[src/rtl/pio_fifo_pkg.sv]
// rtl/pio_fifo_pkg.sv - join-mode encodings and level-width helper for the PIO FIFO pair
package pio_fifo_pkg;

    typedef enum logic [1:0] {
        MODE_NONE    = 2'b00,
        MODE_JOIN_TX = 2'b01,
        MODE_JOIN_RX = 2'b10,
        MODE_RSVD    = 2'b11
    } pio_mode_e;

    // Level must represent 0..2*DEPTH inclusive.
    function automatic int level_width(input int depth);
        return $clog2(2 * depth) + 1;
    endfunction

endpackage

[src/rtl/pio_fifo_pair_if.sv]
// rtl/pio_fifo_pair_if.sv - TX/RX push/pull handshake bundle between bus side and FIFO pair
interface pio_fifo_pair_if #(
    parameter int WIDTH = 32,
    parameter int DEPTH = 4
);
    import pio_fifo_pkg::*;

    localparam int LW = level_width(DEPTH);

    logic             tx_push;
    logic [WIDTH-1:0] tx_din;
    logic             tx_pull;
    logic [WIDTH-1:0] tx_dout;
    logic             tx_empty;
    logic             tx_full;
    logic [LW-1:0]    tx_level;

    logic             rx_push;
    logic [WIDTH-1:0] rx_din;
    logic             rx_pull;
    logic [WIDTH-1:0] rx_dout;
    logic             rx_empty;
    logic             rx_full;
    logic [LW-1:0]    rx_level;

    modport master (
        output tx_push, tx_din, tx_pull, rx_push, rx_din, rx_pull,
        input  tx_dout, tx_empty, tx_full, tx_level,
        input  rx_dout, rx_empty, rx_full, rx_level
    );

    modport slave (
        input  tx_push, tx_din, tx_pull, rx_push, rx_din, rx_pull,
        output tx_dout, tx_empty, tx_full, tx_level,
        output rx_dout, rx_empty, rx_full, rx_level
    );

endinterface

[src/rtl/pio_fifo_ctrl.sv]
// rtl/pio_fifo_ctrl.sv - per-channel head/tail/level bookkeeping with runtime capacity
// Optional sticky overflow/underflow flags when PIO_FIFO_STATUS_EN is defined.
module pio_fifo_ctrl #(
    parameter int DEPTH = 4,
    parameter int LW    = $clog2(2 * DEPTH) + 1,
    parameter int PW    = $clog2(2 * DEPTH)
) (
    input  logic          clk,
    input  logic          reset,
    input  logic          flush,
    input  logic [LW-1:0] cap,
    input  logic          push,
    input  logic          pull,
    output logic          push_ok,
    output logic          pull_ok,
    output logic [PW-1:0] head,
    output logic [PW-1:0] tail,
    output logic [LW-1:0] level,
    output logic          empty,
    output logic          full
`ifdef PIO_FIFO_STATUS_EN
    ,
    input  logic          status_clr,
    output logic          overflow,
    output logic          underflow
`endif
);

    // A zero-capacity channel is both empty and full, which blocks every operation.
    assign empty   = (level == '0);
    assign full    = (level == cap);
    assign pull_ok = pull && !empty && !flush;
    assign push_ok = push && (!full || pull_ok) && !flush;

    function automatic logic [PW-1:0] wrap_inc(input logic [PW-1:0] ptr,
                                               input logic [LW-1:0] lim);
        logic [LW-1:0] nxt;
        nxt = LW'(ptr) + LW'(1);
        return (nxt >= lim) ? '0 : nxt[PW-1:0];
    endfunction

    always_ff @(posedge clk) begin
        if (reset || flush) begin
            head  <= '0;
            tail  <= '0;
            level <= '0;
        end else begin
            if (push_ok) tail <= wrap_inc(tail, cap);
            if (pull_ok) head <= wrap_inc(head, cap);
            case ({push_ok, pull_ok})
                2'b10:   level <= level + LW'(1);
                2'b01:   level <= level - LW'(1);
                default: level <= level;
            endcase
        end
    end

`ifdef PIO_FIFO_STATUS_EN
    logic ovf_set;
    logic udf_set;

    assign ovf_set = push && !push_ok && !flush;
    assign udf_set = pull && empty && !flush;

    always_ff @(posedge clk) begin
        if (reset) begin
            overflow  <= 1'b0;
            underflow <= 1'b0;
        end else begin
            overflow  <= ovf_set || (overflow && !status_clr);
            underflow <= udf_set || (underflow && !status_clr);
        end
    end
`endif

endmodule

[src/rtl/pio_fifo_pair.sv]
// rtl/pio_fifo_pair.sv - paired TX/RX FIFOs over one shared 2*DEPTH array with join modes
// Define PIO_FIFO_STATUS_EN to add status_clr and sticky overflow/underflow flags.
module pio_fifo_pair
    import pio_fifo_pkg::*;
#(
    parameter int WIDTH = 32,
    parameter int DEPTH = 4
) (
    input  logic                 clk,
    input  logic                 reset,
    input  logic [1:0]           mode,
    pio_fifo_pair_if.slave       bus
`ifdef PIO_FIFO_STATUS_EN
    ,
    input  logic                 status_clr,
    output logic                 tx_overflow,
    output logic                 tx_underflow,
    output logic                 rx_overflow,
    output logic                 rx_underflow
`endif
);

    localparam int LW = level_width(DEPTH);
    localparam int PW = $clog2(2 * DEPTH);

    pio_mode_e     mode_q;
    logic          flush;
    logic [LW-1:0] cap_tx;
    logic [LW-1:0] cap_rx;
    logic [PW-1:0] rx_base;

    logic          tx_push_ok, tx_pull_ok, rx_push_ok, rx_pull_ok;
    logic [PW-1:0] tx_head, tx_tail, rx_head, rx_tail;

    logic [WIDTH-1:0] mem [2*DEPTH];

    assign flush = (mode != mode_q);

    always_ff @(posedge clk) begin
        if (reset || flush) mode_q <= pio_mode_e'(mode);
    end

    always_comb begin
        cap_tx  = LW'(DEPTH);
        cap_rx  = LW'(DEPTH);
        rx_base = PW'(DEPTH);
        case (mode_q)
            MODE_JOIN_TX: begin
                cap_tx  = LW'(2 * DEPTH);
                cap_rx  = '0;
                rx_base = '0;
            end
            MODE_JOIN_RX: begin
                cap_tx  = '0;
                cap_rx  = LW'(2 * DEPTH);
                rx_base = '0;
            end
            default: ;
        endcase
    end

    pio_fifo_ctrl #(.DEPTH(DEPTH), .LW(LW), .PW(PW)) u_tx (
        .clk     (clk),
        .reset   (reset),
        .flush   (flush),
        .cap     (cap_tx),
        .push    (bus.tx_push),
        .pull    (bus.tx_pull),
        .push_ok (tx_push_ok),
        .pull_ok (tx_pull_ok),
        .head    (tx_head),
        .tail    (tx_tail),
        .level   (bus.tx_level),
        .empty   (bus.tx_empty),
        .full    (bus.tx_full)
`ifdef PIO_FIFO_STATUS_EN
        ,
        .status_clr (status_clr),
        .overflow   (tx_overflow),
        .underflow  (tx_underflow)
`endif
    );

    pio_fifo_ctrl #(.DEPTH(DEPTH), .LW(LW), .PW(PW)) u_rx (
        .clk     (clk),
        .reset   (reset),
        .flush   (flush),
        .cap     (cap_rx),
        .push    (bus.rx_push),
        .pull    (bus.rx_pull),
        .push_ok (rx_push_ok),
        .pull_ok (rx_pull_ok),
        .head    (rx_head),
        .tail    (rx_tail),
        .level   (bus.rx_level),
        .empty   (bus.rx_empty),
        .full    (bus.rx_full)
`ifdef PIO_FIFO_STATUS_EN
        ,
        .status_clr (status_clr),
        .overflow   (rx_overflow),
        .underflow  (rx_underflow)
`endif
    );

    // TX always starts at 0; only one channel has capacity in join mode, so writes never collide.
    always_ff @(posedge clk) begin
        if (tx_push_ok) mem[tx_tail] <= bus.tx_din;
        if (rx_push_ok) mem[rx_base + rx_tail] <= bus.rx_din;
    end

    always_ff @(posedge clk) begin
        if (reset) begin
            bus.tx_dout <= '0;
            bus.rx_dout <= '0;
        end else begin
            if (tx_pull_ok) bus.tx_dout <= mem[tx_head];
            if (rx_pull_ok) bus.rx_dout <= mem[rx_base + rx_head];
        end
    end

endmodule

[src/flat_wrapper.sv]
// flat-port wrapper written by rule: the top's interface ports become plain ports
module pio_fifo_pair_flat import pio_fifo_pkg::*;
#(
    parameter int WIDTH = 32,
    parameter int DEPTH = 4
)
  (clk, reset, mode, bus_tx_push, bus_tx_din, bus_tx_pull, bus_rx_push, bus_rx_din, bus_rx_pull, bus_tx_dout, bus_tx_empty, bus_tx_full, bus_tx_level, bus_rx_dout, bus_rx_empty, bus_rx_full, bus_rx_level);
  pio_fifo_pair_if #(.WIDTH(WIDTH), .DEPTH(DEPTH)) bus_i ();
  input  logic clk;
  input  logic reset;
  input  logic [1:0] mode;
  input wire logic [$bits(bus_i.tx_push)-1:0] bus_tx_push;
  input wire logic [$bits(bus_i.tx_din)-1:0] bus_tx_din;
  input wire logic [$bits(bus_i.tx_pull)-1:0] bus_tx_pull;
  input wire logic [$bits(bus_i.rx_push)-1:0] bus_rx_push;
  input wire logic [$bits(bus_i.rx_din)-1:0] bus_rx_din;
  input wire logic [$bits(bus_i.rx_pull)-1:0] bus_rx_pull;
  output wire logic [$bits(bus_i.tx_dout)-1:0] bus_tx_dout;
  output wire logic [$bits(bus_i.tx_empty)-1:0] bus_tx_empty;
  output wire logic [$bits(bus_i.tx_full)-1:0] bus_tx_full;
  output wire logic [$bits(bus_i.tx_level)-1:0] bus_tx_level;
  output wire logic [$bits(bus_i.rx_dout)-1:0] bus_rx_dout;
  output wire logic [$bits(bus_i.rx_empty)-1:0] bus_rx_empty;
  output wire logic [$bits(bus_i.rx_full)-1:0] bus_rx_full;
  output wire logic [$bits(bus_i.rx_level)-1:0] bus_rx_level;
  assign bus_i.tx_push = bus_tx_push;
  assign bus_i.tx_din = bus_tx_din;
  assign bus_i.tx_pull = bus_tx_pull;
  assign bus_i.rx_push = bus_rx_push;
  assign bus_i.rx_din = bus_rx_din;
  assign bus_i.rx_pull = bus_rx_pull;
  assign bus_tx_dout = bus_i.tx_dout;
  assign bus_tx_empty = bus_i.tx_empty;
  assign bus_tx_full = bus_i.tx_full;
  assign bus_tx_level = bus_i.tx_level;
  assign bus_rx_dout = bus_i.rx_dout;
  assign bus_rx_empty = bus_i.rx_empty;
  assign bus_rx_full = bus_i.rx_full;
  assign bus_rx_level = bus_i.rx_level;
  pio_fifo_pair #(.WIDTH(WIDTH), .DEPTH(DEPTH)) u_core (.clk(clk), .reset(reset), .mode(mode), .bus(bus_i));
endmodule
[config.mk]
export PLATFORM = sky130hd
export DESIGN_NAME = pio_fifo_pair_flat
export DESIGN_NICKNAME = d
export VERILOG_FILES = /design/src/rtl/pio_fifo_pkg.sv /design/src/rtl/pio_fifo_pair_if.sv /design/src/rtl/pio_fifo_ctrl.sv /design/src/rtl/pio_fifo_pair.sv /design/src/flat_wrapper.sv
export SDC_FILE = /design/constraint.sdc
export NUM_CORES = 1
export LEC_CHECK = 0
export ABC_AREA = 0
export CORE_MARGIN = 1
export CORE_UTILIZATION = 42
export DETAILED_ROUTE_END_ITERATION = 6
export GPL_ROUTABILITY_DRIVEN = 0
export PLACE_DENSITY = 0.72
export RECOVER_POWER = 25
export SLEW_MARGIN = 20
export SYNTH_ARGS = -nofsm -noshare
export SYNTH_HDL_FRONTEND = slang
export SYNTH_SLANG_ARGS = --single-unit
[constraint.sdc]
create_clock -name clk -period 8.8 [get_ports clk]
set_input_delay 2.2 -clock clk [delete_from_list [all_inputs] [get_ports clk]]
set_output_delay 2.2 -clock clk [all_outputs]
set_load 0.01 [all_outputs]
== Yosys cells after proc, flatten, opt, wreduce, memory -nomap -nowiden ==
Memories as Yosys holds them, arrays and structs flattened. A register that Yosys moved wholly into a read port is not among the register bits.
Index checks and enable logic that the tools add are counted.

* Bits in registers: 22
* Bits in latches: 0
* Memory bits (writable): 256
* Memory bits (read-only): 0
* Bits of input ports: 72
* Output and inout port bits: 76
* Word-level logic and storage cells: 65
* Memories kept: 1

* $add $sub $neg: 10
* $mul: 0
* Div/mod/pow operators: 0
* $lt $le $gt $ge: 4
* Equal/unequal tests: 9
* Shifts and indexed selects: 0
* Mux-type cells: 13
* Bitwise operators: 0
* Reduce and logical (&&, ||, !) cells: 21

{| class="wikitable"
|+ Memories
! name !! words !! bits a word !! rd ports !! clocked after memory_dff !! wr ports !! line !! text
|-
| u_core.mem || 8 || 32 || 2 || 2 || 2 || pio_fifo_pair.sv:35 || <nowiki>logic [WIDTH-1:0] mem [2*DEPTH];</nowiki>
|}

{| class="wikitable"
|+ Operators with widths
! cell !! number
|-
| $pmux W4 S2 || 4
|-
| $add A3 B1 Y4 const B || 4
|-
| $ge A4 B4 Y1 || 4
|-
| $mux W3 || 5
|-
| $add A4 B1 Y4 const B || 2
|-
| $eq A4 B4 Y1 || 2
|-
| $logic_and A1 B1 Y1 || 8
|-
| $logic_not A4 Y1 || 2
|-
| $sub A4 B1 Y4 const B || 2
|-
| $add A3 B3 Y3 || 2
|-
| $eq A2 B1 Y1 const B || 3
|-
| $eq A2 B2 Y1 const B || 3
|-
| $logic_not A1 Y1 || 5
|-
| $mux W1 || 4
|-
| $reduce_bool A2 Y1 || 2
|-
| $logic_or A1 B1 Y1 || 3
|-
| $ne A2 B2 Y1 || 1
|-
| $reduce_or A2 Y1 || 1
|}

== Logic depth before layout (Yosys ltp) ==
Gate-level depths: netlist (run 1).

* Word-level depth: 9
* Gate-level depth with buffers: 14
* Depth with buffers taken out: 12

== Cells and area by module ==
Synthesis (run 1) repeated with hierarchy kept, for this count alone.

* Cells, all modules: 1351
* Area, all modules: 18686.7 um^2

{| class="wikitable"
|+ Modules (own cells, without submodules)
! module !! times used !! cells an instance !! area each (um^2) !! seq. area each (um^2)
|-
| pio_fifo_pair || 1 || 1161 || 16997.6 || 9028.7
|-
| pio_fifo_ctrl || 2 || 95 || 844.6 || 200.2
|}

== Worst setup path before layout (run 1) ==
Ideal clock, no wire load.

* Kind: input to register
* From: input port mode[1]
* To: memory u_core.mem[2][0] (enable)
* Setup time: 511 ps
* Arrival time: 6317 ps
* Data required time: 8289 ps
* Slack: 1972 ps
* Stages: 5
* Path buffers: 1
* Path through: xnor2_1 nand3_1 or2_2 buf_2 o41ai_1

{| class="wikitable"
|+ RTL lines
! element !! line !! text
|-
| start: declaration || flat_wrapper.sv:11 || <nowiki>input logic [1:0] mode;</nowiki>
|-
| end: declaration || pio_fifo_pair.sv:35 ||
|}

== Worst setup path in the final report (run 1) ==
* From: input port mode[0]
* To: register u_core.u_tx.level[2]

* Cells in the longest elaborated chain, start to end: 8
* Elaborated cells on any way between the ends: 11
* Those cells by class: eq/ne (3); mux (1); reduce/logical (7)

{| class="wikitable"
|+ RTL lines
! element !! line !! text
|-
| $ne A2 B2 Y1 (*) || pio_fifo_pair.sv:37 || <nowiki>assign flush = (mode != mode_q);</nowiki>
|-
| $logic_not A1 Y1 || pio_fifo_ctrl.sv:32, pio_fifo_ctrl.sv:33 ||
|-
| $logic_and A1 B1 Y1 || pio_fifo_ctrl.sv:32 || <nowiki>assign pull_ok = pull && !empty && !flush;</nowiki>
|-
| $logic_or A1 B1 Y1 || pio_fifo_ctrl.sv:33 || <nowiki>assign push_ok = push && (!full || pull_ok) && !flush;</nowiki>
|-
| $logic_and A1 B1 Y1 (2 in a row) || pio_fifo_ctrl.sv:33 ||
|-
| $eq A2 B1 Y1 or $eq A2 B2 Y1 (tied branches) || pio_fifo_ctrl.sv:50 || <nowiki>case ({push_ok, pull_ok})</nowiki>
|-
| $pmux W4 S2 or $reduce_bool A2 Y1 (tied branches) || n/a ||
|-
| end signal: assignment || pio_fifo_ctrl.sv:51 || <nowiki>2'b10: level <= level + LW'(1);</nowiki>
|-
| end signal: assignment || pio_fifo_ctrl.sv:52 || <nowiki>2'b01: level <= level - LW'(1);</nowiki>
|-
| end signal: assignment || pio_fifo_ctrl.sv:53 || <nowiki>default: level <= level;</nowiki>
|-
| end: declaration || pio_fifo_ctrl.sv:18 || <nowiki>output logic [LW-1:0] level,</nowiki>
|}

Every way passes the cells marked *; elsewhere a longest branch is shown, timed or not.
A chain may end at the register's enable or synchronous reset.

==> metrics.md, run 1 <==
| Metric | Value |
|---|---|
| Worst Max-Slew Pin Slew | 3350 ps |
| Final max-slew violation count | 80 |
| Period Utilization, post-route | 76.5% |
| Worst IR Drop VDD | 0.000124 V |
| Post-detailed-routing wire length | 47.4 mm |
| Root Buffer Master | clkbuf_16 |
| First-pass GRT wire length | 72.6 mm |
| Most used DFF post-synth | edfxtp_1 |
| Synthesized area divided by synthesized cell count | 14.8 sq um |
| Count of vias placed by the detailed router | 11,600 |
| Number of levels the H-tree was split into | 2 |
| Commonest cells after routing, fill and taps aside | edfxtp_1, mux2_2, mux4_2 |
| # rows | 76 |
| Layout filler cell count | 3,638 |
| Buffer count from post-CTS setup fixing | 0 |
| Latest clock arrival within the worst-skew pair | 560 ps |
| Total power | 3.65 mW |
| Post-layout nets | 1,439 |
| Endpoints failing hold | 0 |
| Clock tree from TritonCTS | built |
| Number of clock sinks | 342 |
| Number of standard cells after synthesis | 1,237 |
| Largest fanout on the critical path | 68 |
| Violations in the final reports | capacitance limit, slew limit |
| Data required, critical path | 9270 ps |
| DR iter-0 viols | 990 |
| Number of buffers inserted by port buffering | 147 |
| Highest attainable clock frequency | 0.149 GHz |
| Floorplan die height | 211 um |
| Fraction of synthesis flops using an asynchronous set or reset pin | 0% |
| Number of buffers inserted by hold repair at cts | 0 |
| Antenna violations before repair | 7 |
| Pre-antenna DRT Iters | 5 |
| Average detailed-routed wire length per instance | 24.1 um |
| Via-per-instance ratio | 5.88 |
| Slew Limit Headroom | -123% |
| P per Cell Area | 170 nW/um^2 |
| Worst EP arrival | 7200 ps |
| Unrepaired setup endpoints after global routing | no |
| Share of synthesized area occupied by flip-flops and latches | 51.5% |
| Area of the die | 44,500 sq um |
| Area Growth Syn to Fin | 17.7% |
| Seq cells post-synth | 342 |
| DP HPWL | 27.4 mm |
| Number of failing setup endpoints in the final timing report | 0 |
| Most common cell after layout, fill and taps aside | edfxtp_1 |
| Leakage | 6.99 nW |
| Number of synthesized flops with an enable pin | 258 |
| Overall overflow remaining after global route | 0 |
| Aggregate negative setup slack | 0 ps |
| Post-Syn Area | 18,300 sq um |
| Post-synthesis cell type count | 52 |
| Register clock-pin slew on the reported worst setup and hold paths | 60 ps |
| Min cycle time layout | 6730 ps |
| Max-cap check violation count | 2 |
| Worst hold slack | 490 ps |
| Largest net degree at the start of global routing | 72 |
| Type of destination of the critical path | flip-flop |
| Boundary pin count | 148 |
| Number of global-route vias before repair | 12,200 |
| Synthesized Nets | 1,330 |
| Initial core utilization | 42.5% |
| Result of the run | finished, violations left |
| Number of routed nets with antenna violations | 0 |
| Warning count from the yosys run | 0 |
| DR DRC count | 0 |
| Overall fraction of global-route tracks in use | 21.8% |
| Deepest clock path buffer count | 3 |
| CTS Buf Count | 39 |
| Gates resized, CTS repair | 0 |
| Layout cell share with drive strength beyond 1 | 30.9% |
| Die X | 211 um |
| HP Class | reg -> reg |
| Element type at the critical path start | input port |
| Critical path type | in -> reg |
| Clock skew after layout | 19.4 ps |
| Std-Cell Core Area | 43,100 sq um |
-- logic make-up (layout without fill, tap and decap cells) --
family                   count (synthesis)  count (layout)  share of synthesized area (%)
AO/OA/AOI/OAI                          108             108                           4.55
multiplexers                           421             421                           33.5
flip-flops                             342             342                           51.5
adder cells (fa/ha/maj)                 21              21                           1.48
XOR/XNOR                                21              21                           1.00
other                                    0               5                              0
AND/OR/NAND/NOR                        212             212                           5.23
buffers and inverters                  112             252                           2.77
-- final cells by class --
type	instances	area, sq um	area share [%]
Sequential cell	342	9450	43.8
Multi-Input combinational cell	783	8500	39.4
Timing Repair Buffer	165	1600	7.41
Clock buffer	53	1040	4.82
Tap cell	585	732	3.40
Clock inverter	19	175	0.813
Inverter	15	57.6	0.267
Antenna cell	5	12.5	0.0580
-- cells in the mapped netlist, types with 20 or more instances --
cell        n  area [sq um]
nor2_1     84           315
mux2_2    198          2230
dfxtp_1    84          1680
nand2_1    73           274
ha_1       20           250
mux2_1     59           664
a311oi_1   32           280
mux2i_1    36           360
clkbuf_1   46           173
mux4_2    128          2880
buf_2      34           170
edfxtp_1  258          7750
a211oi_1   34           255
-- stage by stage --
step	instance area (sq um)	util, %	std cells	setup WS [ps]
floorplan	18300	-	1237	1970
CTS	21600	50.1	1962	3280
global placement	20400	47.3	1890	2730
detailed placement	20400	47.3	1890	2660
finish	21600	50.0	1967	2070
global route	21600	50.0	1967	1720
-- final timing paths --
| kind | startpoint | endpoint | slack (ps) | cells after the start |
|---|---|---|---|---|
| setup / recovery | mode[0] | u_core.u_tx.level[2] | 2070 | 10 |
| hold / removal | u_core.bus.tx_dout[25] | u_core.bus.tx_dout[25] | 490 | 2 |
| setup reg to reg | u_core.mode_q[0] | u_core.u_tx.level[2] | 3840 | 9 |
| hold reg to reg | u_core.bus.tx_dout[25] | u_core.bus.tx_dout[25] | 490 | 2 |
-- sequential cells by signal, summed over array words and instances (netlist names) --
register	count
u_core.bus.rx_dout	32
u_core.mem	256
u_core.u_tx.level	4
u_core.u_rx.tail	3
u_core.u_rx.level	4
u_core.u_tx.tail	3
u_core.u_rx.head	3
u_core.mode_q	2
u_core.u_tx.head	3
u_core.bus.tx_dout	32
-- power breakdown --
group / internal, mW / total, mW / leakage, nW / switching [mW]
clock network: 0.919 / 1.58 / 0.598 / 0.663
registers: 1.76 / 1.77 / 3.01 / 0.0109
logic: 0.138 / 0.304 / 3.38 / 0.166
-- layer usage --
metal / global-route usage (%) / share of wire (%) / vias up
met5: 0 / 0.051 / -
met4: 7.60 / 2.5 / 4
met3: 4.06 / 6.1 / 86
met2: 36.9 / 49 / 383
met1: 28.1 / 42 / 5944
li1: - / - / 5149
-- critical path, cell delays in order --
cell,delay [ps]
dlygate4sd3_1,600
xnor2_1,300
nand3_1,290
clkinvlp_2,180
clkbuf_1,2360
ha_1,540
a21oi_1,110
xor2_1,170
or3_1,310
a21oi_1,150
Note: power is estimated with default switching activity, not from simulation.
==> inputs of run 2 (changes only) <==
--- a/config.mk
+++ b/config.mk
@@ -10,7 +10,7 @@
 export CORE_UTILIZATION = 42
 export DETAILED_ROUTE_END_ITERATION = 6
 export GPL_ROUTABILITY_DRIVEN = 0
-export PLACE_DENSITY = 0.72
+export PLACE_DENSITY = 0.74
 export RECOVER_POWER = 25
 export SLEW_MARGIN = 20
 export SYNTH_ARGS = -nofsm -noshare
==> constraint.sdc (replaced) <==
create_clock -name clk -period 5.6 [get_ports clk]
set_input_delay 1.4 -clock clk [delete_from_list [all_inputs] [get_ports clk]]
set_output_delay 1.4 -clock clk [all_outputs]
set_load 0.01 [all_outputs]
==> run 2 against run 1 <==
  * The run still ends with capacitance limit, slew limit left
  * First-iteration DRC count decreased by 11%
  * Register-to-register slack worse by 2500 ps
  * Hold slack improved by 2.3 ps
  * Final area rose by 0.35%
  * Via count grew 1.5%
  * Sequential cell count did not move
  * Count of clock-buffer cells in the layout is 1 higher
  * Core utilization grew 0.17 points
  * Cell count up 0.46%
  * Setup slack got worse by 920 ps
  * Sequential share of layout area shrank 0.16 points
  * Sequential power grew 57%
  * Largest power group unchanged
==> metrics.md, run 2 (synthesis gave the netlist of run 1 again) <==
| Metric | Value |
|---|---|
| Largest fanout on the critical path | 68 |
| Number of instances in the placed design | 1,904 |
| Number of failing setup endpoints in the final timing report | 0 |
| Endpoints failing hold | 0 |
| Root Buffer Master | clkbuf_16 |
| Series of cell instances along the critical path | dlygate4sd3_1 > xnor2_1 > nand3_1 > clkinv_1 > clkbuf_2 > ha_1 > a21oi_1 > xor2_1 > or3_1 > a21oi_1 |
| Worst reg2reg path endpoint | u_core.u_tx.level[2] |
| Total power | 5.62 mW |
| Crit path from | mode[0] |
| Number of levels the H-tree was split into | 2 |
| Latest clock arrival within the worst-skew pair | 540 ps |
| Number of buffers inserted by hold repair at cts | 0 |
| DR DRC count | 0 |
| Max-cap check violation count | 2 |
| Number of routed nets with antenna violations | 0 |
| Boundary pin count | 148 |
| Worst EP arrival | 4910 ps |
| Worst IR Drop VDD | 0.000227 V |
| Post-route insts no fill | 1,976 |
| Critical path type | in -> reg |
| Data required, critical path | 6060 ps |
| Via-per-instance ratio | 5.94 |
| Post-detailed-routing wire length | 47.5 mm |
| Cell class contributing the biggest share of worst-path delay | buffers and inverters |
| HP Class | reg -> reg |
| Register bank with the most flops | u_core.mem |
| Internal reg-to-reg setup slack | 1330 ps |
| Layout cell share with drive strength beyond 1 | 31.3% |
| Deepest clock path buffer count | 3 |
| Leakage | 7.05 nW |
| Overall overflow remaining after global route | 0 |
| Initial core utilization | 42.5% |
| Clock skew after layout | 21.5 ps |
| Count of vias placed by the detailed router | 11,700 |
| Floorplan die height | 211 um |
| Area Growth Syn to Fin | 18.1% |
| P per Cell Area | 260 nW/um^2 |
| Antenna violations before repair | 3 |
| Most repeated library cell on the critical path | a21oi_1 |
| Die X | 211 um |
| Min cycle time layout | 4450 ps |
| Overall fraction of global-route tracks in use | 21.6% |
| Buffer count from post-CTS setup fixing | 0 |
| Sequential power share | 49.4% |
| Layout filler cell count | 3,602 |
| RR Startpoint | u_core.mode_q[1] |
| Registers with the most flip-flops | u_core.mem (256), u_core.bus.rx_dout (32), u_core.bus.tx_dout (32) |
| Most common cell after layout, fill and taps aside | edfxtp_1 |
| CTS Buf Count | 37 |
| Period Utilization, post-route | 79.4% |
| Aggregate negative setup slack | 0 ps |
| Flip-flop count of the largest register after layout | 256 |
| Pre-antenna DRT Iters | 5 |
| Share of power burned in combinational logic | 8.6% |
| Violations in the final reports | capacitance limit, slew limit |
| Commonest cells after routing, fill and taps aside | edfxtp_1, mux2_2, mux4_2 |
| Post-layout nets | 1,452 |
| Type of destination of the critical path | flip-flop |
| Largest net degree at the start of global routing | 71 |
| Number of clock sinks | 342 |
| DR iter-0 viols | 877 |
| Internal | 4.35 mW |
| Element type at the critical path start | input port |
| DP HPWL | 29.1 mm |
| Register clock-pin slew on the reported worst setup and hold paths | 70 ps |
| Average detailed-routed wire length per instance | 24.0 um |
| Gates resized, CTS repair | 0 |
| Biggest cell delay along the critical path | 1140 ps |
| Critical Path Slowest Stage Cell | clkbuf_2 |
| Number of buffers inserted by port buffering | 147 |
| Highest attainable clock frequency | 0.225 GHz |
| Register-to-Register Path Depth | 11 |
| Net Switching | 1.27 mW |
| Clock tree from TritonCTS | built |
| Number of global-route vias before repair | 12,100 |
| Worst Max-Slew Pin Slew | 1650 ps |
| Portion of total power attributed to the clock network | 42.0% |
| Area of the die | 44,500 sq um |
| Std-Cell Core Area | 43,100 sq um |
| Number of gates on the worst path with buffers counted | 10 |
| Critical path endpoint | u_core.u_tx.level[2] |
| First-pass GRT wire length | 72.2 mm |
| Crit path buffers/inverters | 3 |
| Worst hold slack | 492 ps |
| Final max-slew violation count | 140 |
| # rows | 76 |
| Result of the run | finished, violations left |
| Slew Limit Headroom | -9.85% |
| Sw Share | 22.7% |
| Unrepaired setup endpoints after global routing | no |
-- run 2: changes by cell type in the layout (fill, tap and decap cells not counted), moves of 3 or more --
cell / before / now
buf_4: 17 / 26
clkbuf_8: 1 / 4
clkinv_2: 8 / 5
o21ai_0: 4 / 1
clkinv_1: 5 / 8
-- run 2: worst min-delay path by stage --
| stage | slack (ps) | depth (start not counted) | start | endpoint |
|---|---|---|---|---|
| finish | 490 | 2 | u_core.bus.tx_dout[23] | u_core.bus.tx_dout[23] |
| global route | 520 | 2 | u_core.bus.tx_dout[16] | u_core.bus.tx_dout[16] |
| detailed placement | 490 | 2 | u_core.bus.tx_dout[5] | u_core.bus.tx_dout[5] |
| floorplan | 520 | 2 | u_core.bus.rx_dout[0] | u_core.bus.rx_dout[0] |
| CTS | 500 | 2 | u_core.bus.rx_dout[28] | u_core.bus.rx_dout[28] |
| global placement | 490 | 2 | u_core.bus.tx_dout[6] | u_core.bus.tx_dout[6] |
-- run 2: power groups by stage --
stage | clock (mW) | combinational, mW | sequential (mW)
after detailed placement | 0 | 0.486 | 2.83
after CTS | 2.40 | 0.489 | 2.78
after global placement | 0 | 0.473 | 2.83
after global routing | 2.49 | 0.523 | 2.78
final | 2.36 | 0.484 | 2.78
after floorplan | 0 | 0.283 | 2.83
-- run 2: per-stage QoR --
step | worst slack (ps) | util (%) | cell area [sq um]
after CTS | 1350 | 50.3 | 21600
final | 1150 | 50.2 | 21600
after detailed placement | 1180 | 47.6 | 20500
after global routing | 911 | 50.2 | 21600
after floorplan | 490 | - | 18300
after global placement | 1030 | 47.5 | 20500
-- run 2: worst min-delay path, cell delays in order (launching register included) --
cell and delay (ps):
dfxtp_1 310, nor2_1 90, a211oi_1 50
-- run 2: routing by layer --
metal  vias to the layer above  global-route usage (%)  part of all wire (%)
li1                       5189                       -                     -
met1                      6009                    27.6                    41
met2                       451                    37.6                    51
met3                        88                    3.09                   6.2
met4                         0                    7.47                   2.5
met5                         -                       0                     0
-- run 2: layout make-up --
cell class | count | area (sq um) | area share [%]
multi-input combinational | 783 | 8490 | 39.3
clock inverter | 14 | 90.1 | 0.416
sequential | 342 | 9450 | 43.7
tap | 585 | 732 | 3.38
clock buffer | 54 | 1060 | 4.91
antenna | 3 | 7.51 | 0.0347
inverter | 15 | 56.3 | 0.260
timing repair buffer | 180 | 1740 | 8.06
==> inputs of run 3 (changes only) <==
--- a/config.mk
+++ b/config.mk
@@ -10,7 +10,7 @@
 export CORE_UTILIZATION = 42
 export DETAILED_ROUTE_END_ITERATION = 6
 export GPL_ROUTABILITY_DRIVEN = 0
-export PLACE_DENSITY = 0.74
+export PLACE_DENSITY = 0.72
 export RECOVER_POWER = 25
 export SLEW_MARGIN = 20
 export SYNTH_ARGS = -nofsm -noshare
==> constraint.sdc (replaced) <==
create_clock -name clk -period 4.1 [get_ports clk]
set_input_delay 1.025 -clock clk [delete_from_list [all_inputs] [get_ports clk]]
set_output_delay 1.025 -clock clk [all_outputs]
set_load 0.01 [all_outputs]
==> run 3 against run 2 <==
  * The run still ends with capacitance limit, slew limit left
  * Critical path depth decreased by 3
  * Combinational power increased by 39%
  * Routed wire length increased by 3.2%
  * Register-to-register slack got worse by 790 ps
  * Count of clock-buffer cells in the layout decreased by 1
  * First-iteration DRC count decreased by 9.9%
  * Sequential cell count unchanged
  * Global-route usage increased by 0.91 points
  * Core utilization increased by 0.68 points
  * Final area increased by 1.4%
  * Hold slack about the same
==> metrics.md, run 3 (synthesis gave the netlist of run 1 again) <==
| Metric | Value |
|---|---|
| Via-per-instance ratio | 5.86 |
| Worst reg2reg path endpoint | u_core.mem[1][3] |
| HP Class | reg -> reg |
| Pre-antenna DRT Iters | 5 |
| Flip-flop count of the largest register after layout | 256 |
| Clock tree from TritonCTS | built |
| Registers with the most flip-flops | u_core.mem (256), u_core.bus.rx_dout (32), u_core.bus.tx_dout (32) |
| Floorplan die height | 211 um |
| Number of buffers inserted by port buffering | 147 |
| Slew Limit Headroom | -15.3% |
| Area of the die | 44,500 sq um |
| Leakage | 7.16 nW |
| Gates resized, CTS repair | 0 |
| Critical hold path startpoint | u_core.bus.tx_dout[19] |
| Violations in the final reports | capacitance limit, slew limit |
| Worst EP arrival | 4000 ps |
| Worst IR Drop VDD | 0.000344 V |
| Latest clock arrival within the worst-skew pair | 570 ps |
| Layout filler cell count | 3,581 |
| Deepest clock path buffer count | 3 |
| Layout cell share with drive strength beyond 1 | 31.6% |
| Number of global-route vias before repair | 12,200 |
| Critical path endpoint | u_core.mem[1][3] |
| RR Startpoint | u_core.mode_q[1] |
| Register bank with the most flops | u_core.mem |
| Period Utilization, post-route | 90.1% |
| Total power | 7.92 mW |
| Post-layout nets | 1,459 |
| Unrepaired setup endpoints after global routing | no |
| Boundary pin count | 148 |
| Register-to-Register Path Depth | 7 |
| Element type at the critical path start | input port |
| Crit path from | mode[1] |
| Overall overflow remaining after global route | 0 |
| Result of the run | finished, violations left |
| Worst Max-Slew Pin Slew | 1730 ps |
| First-pass GRT wire length | 74.1 mm |
| Buffer count from post-CTS setup fixing | 0 |
| Highest attainable clock frequency | 0.271 GHz |
| DR iter-0 viols | 790 |
| Post-detailed-routing wire length | 49.0 mm |
| Internal reg-to-reg setup slack | 540 ps |
| Final max-slew violation count | 71 |
| Number of clock sinks | 342 |
| Max-cap check violation count | 1 |
| Area Growth Syn to Fin | 19.7% |
| Critical path type | in -> reg |
| Number of instances in the placed design | 1,910 |
| Antenna violations before repair | 4 |
| Aggregate negative setup slack | 0 ps |
| Type of destination of the critical path | flip-flop |
| Endpoints failing hold | 0 |
| Post-route insts no fill | 1,985 |
| DP HPWL | 29.5 mm |
| Initial core utilization | 42.5% |
| # rows | 76 |
| Hold Path Depth | 2 |
| P per Cell Area | 361 nW/um^2 |
| Count of vias placed by the detailed router | 11,600 |
| DR DRC count | 0 |
| Largest net degree at the start of global routing | 71 |
| Data required, critical path | 4400 ps |
| Number of buffers inserted by hold repair at cts | 0 |
| Std-Cell Core Area | 43,100 sq um |
| Number of routed nets with antenna violations | 0 |
| CTS Buf Count | 39 |
| Number of levels the H-tree was split into | 2 |
| Die X | 211 um |
| Clock skew after layout | 17.0 ps |
| Largest fanout on the critical path | 17 |
| Root Buffer Master | clkbuf_16 |
| Min cycle time layout | 3690 ps |
| Register clock-pin slew on the reported worst setup and hold paths | 60 ps |
| Average detailed-routed wire length per instance | 24.7 um |
| Most common cell after layout, fill and taps aside | edfxtp_1 |
| Overall fraction of global-route tracks in use | 22.5% |
| Number of failing setup endpoints in the final timing report | 0 |
| Commonest cells after routing, fill and taps aside | edfxtp_1, mux2_2, mux4_2 |
-- run 3: cell types whose count changed in the layout (fill, tap and decap cells not counted), sizes merged, moves of 3 or more --
cell / delta
buf: +6
clkinv: -3
clkinvlp: +3
clkdlybuf4s50: +3
dlygate4sd3: -3
-- run 3: layout make-up --
type,count,area (sq um),share of cell area [%]
Clock buffer,53,1080,4.92
Clock inverter,18,169,0.770
Tap cell,585,732,3.34
Inverter,15,57.6,0.263
Antenna cell,4,10.0,0.0457
Timing Repair Buffer,185,1930,8.82
Sequential cell,342,9450,43.1
Multi-Input combinational cell,783,8500,38.8
-- run 3: worst max-delay path: stages --
cell and delay (ps):
dlygate4sd3_1 600, xor2_1 210, nor2_1 170, buf_4 190, nand3_1 950, buf_12 540
mux2_2 290
-- run 3: how the worst min path moves through the flow --
stage / slack (ps) / endpoint
2_1_floorplan: 520 / u_core.bus.rx_dout[0]
3_3_place_gp: 490 / u_core.bus.tx_dout[30]
3_5_place_dp: 490 / u_core.bus.tx_dout[22]
4_1_cts: 500 / u_core.bus.tx_dout[22]
5_1_grt: 510 / u_core.bus.tx_dout[22]
6_report: 490 / u_core.bus.tx_dout[19]
-- run 3: per-layer routing --
layer  track usage [%]  share of wire, %  up-vias
li1                  -                 -     5210
met4              8.32               3.1        2
met2              38.5                51      424
met5                 0             0.029        -
met3              4.28               6.6      102
met1              28.4                40     5899
-- run 3: per-stage QoR --
step	hold WS, ps	area (sq um)	setup slack, ps	util, %
final	492	21900	407	50.9
after global routing	507	21900	315	50.9
after CTS	498	22000	464	51.1
after detailed placement	490	20700	493	48.2
after global placement	490	20700	477	48.2
after floorplan	518	18300	-511	-
-- run 3: power by group --
| group | internal [mW] | switching (mW) |
|---|---|---|
| Clock | 2.03 | 1.42 |
| Sequential | 3.77 | 0.0218 |
| Combinational | 0.317 | 0.358 |
| Total | 6.12 | 1.80 |
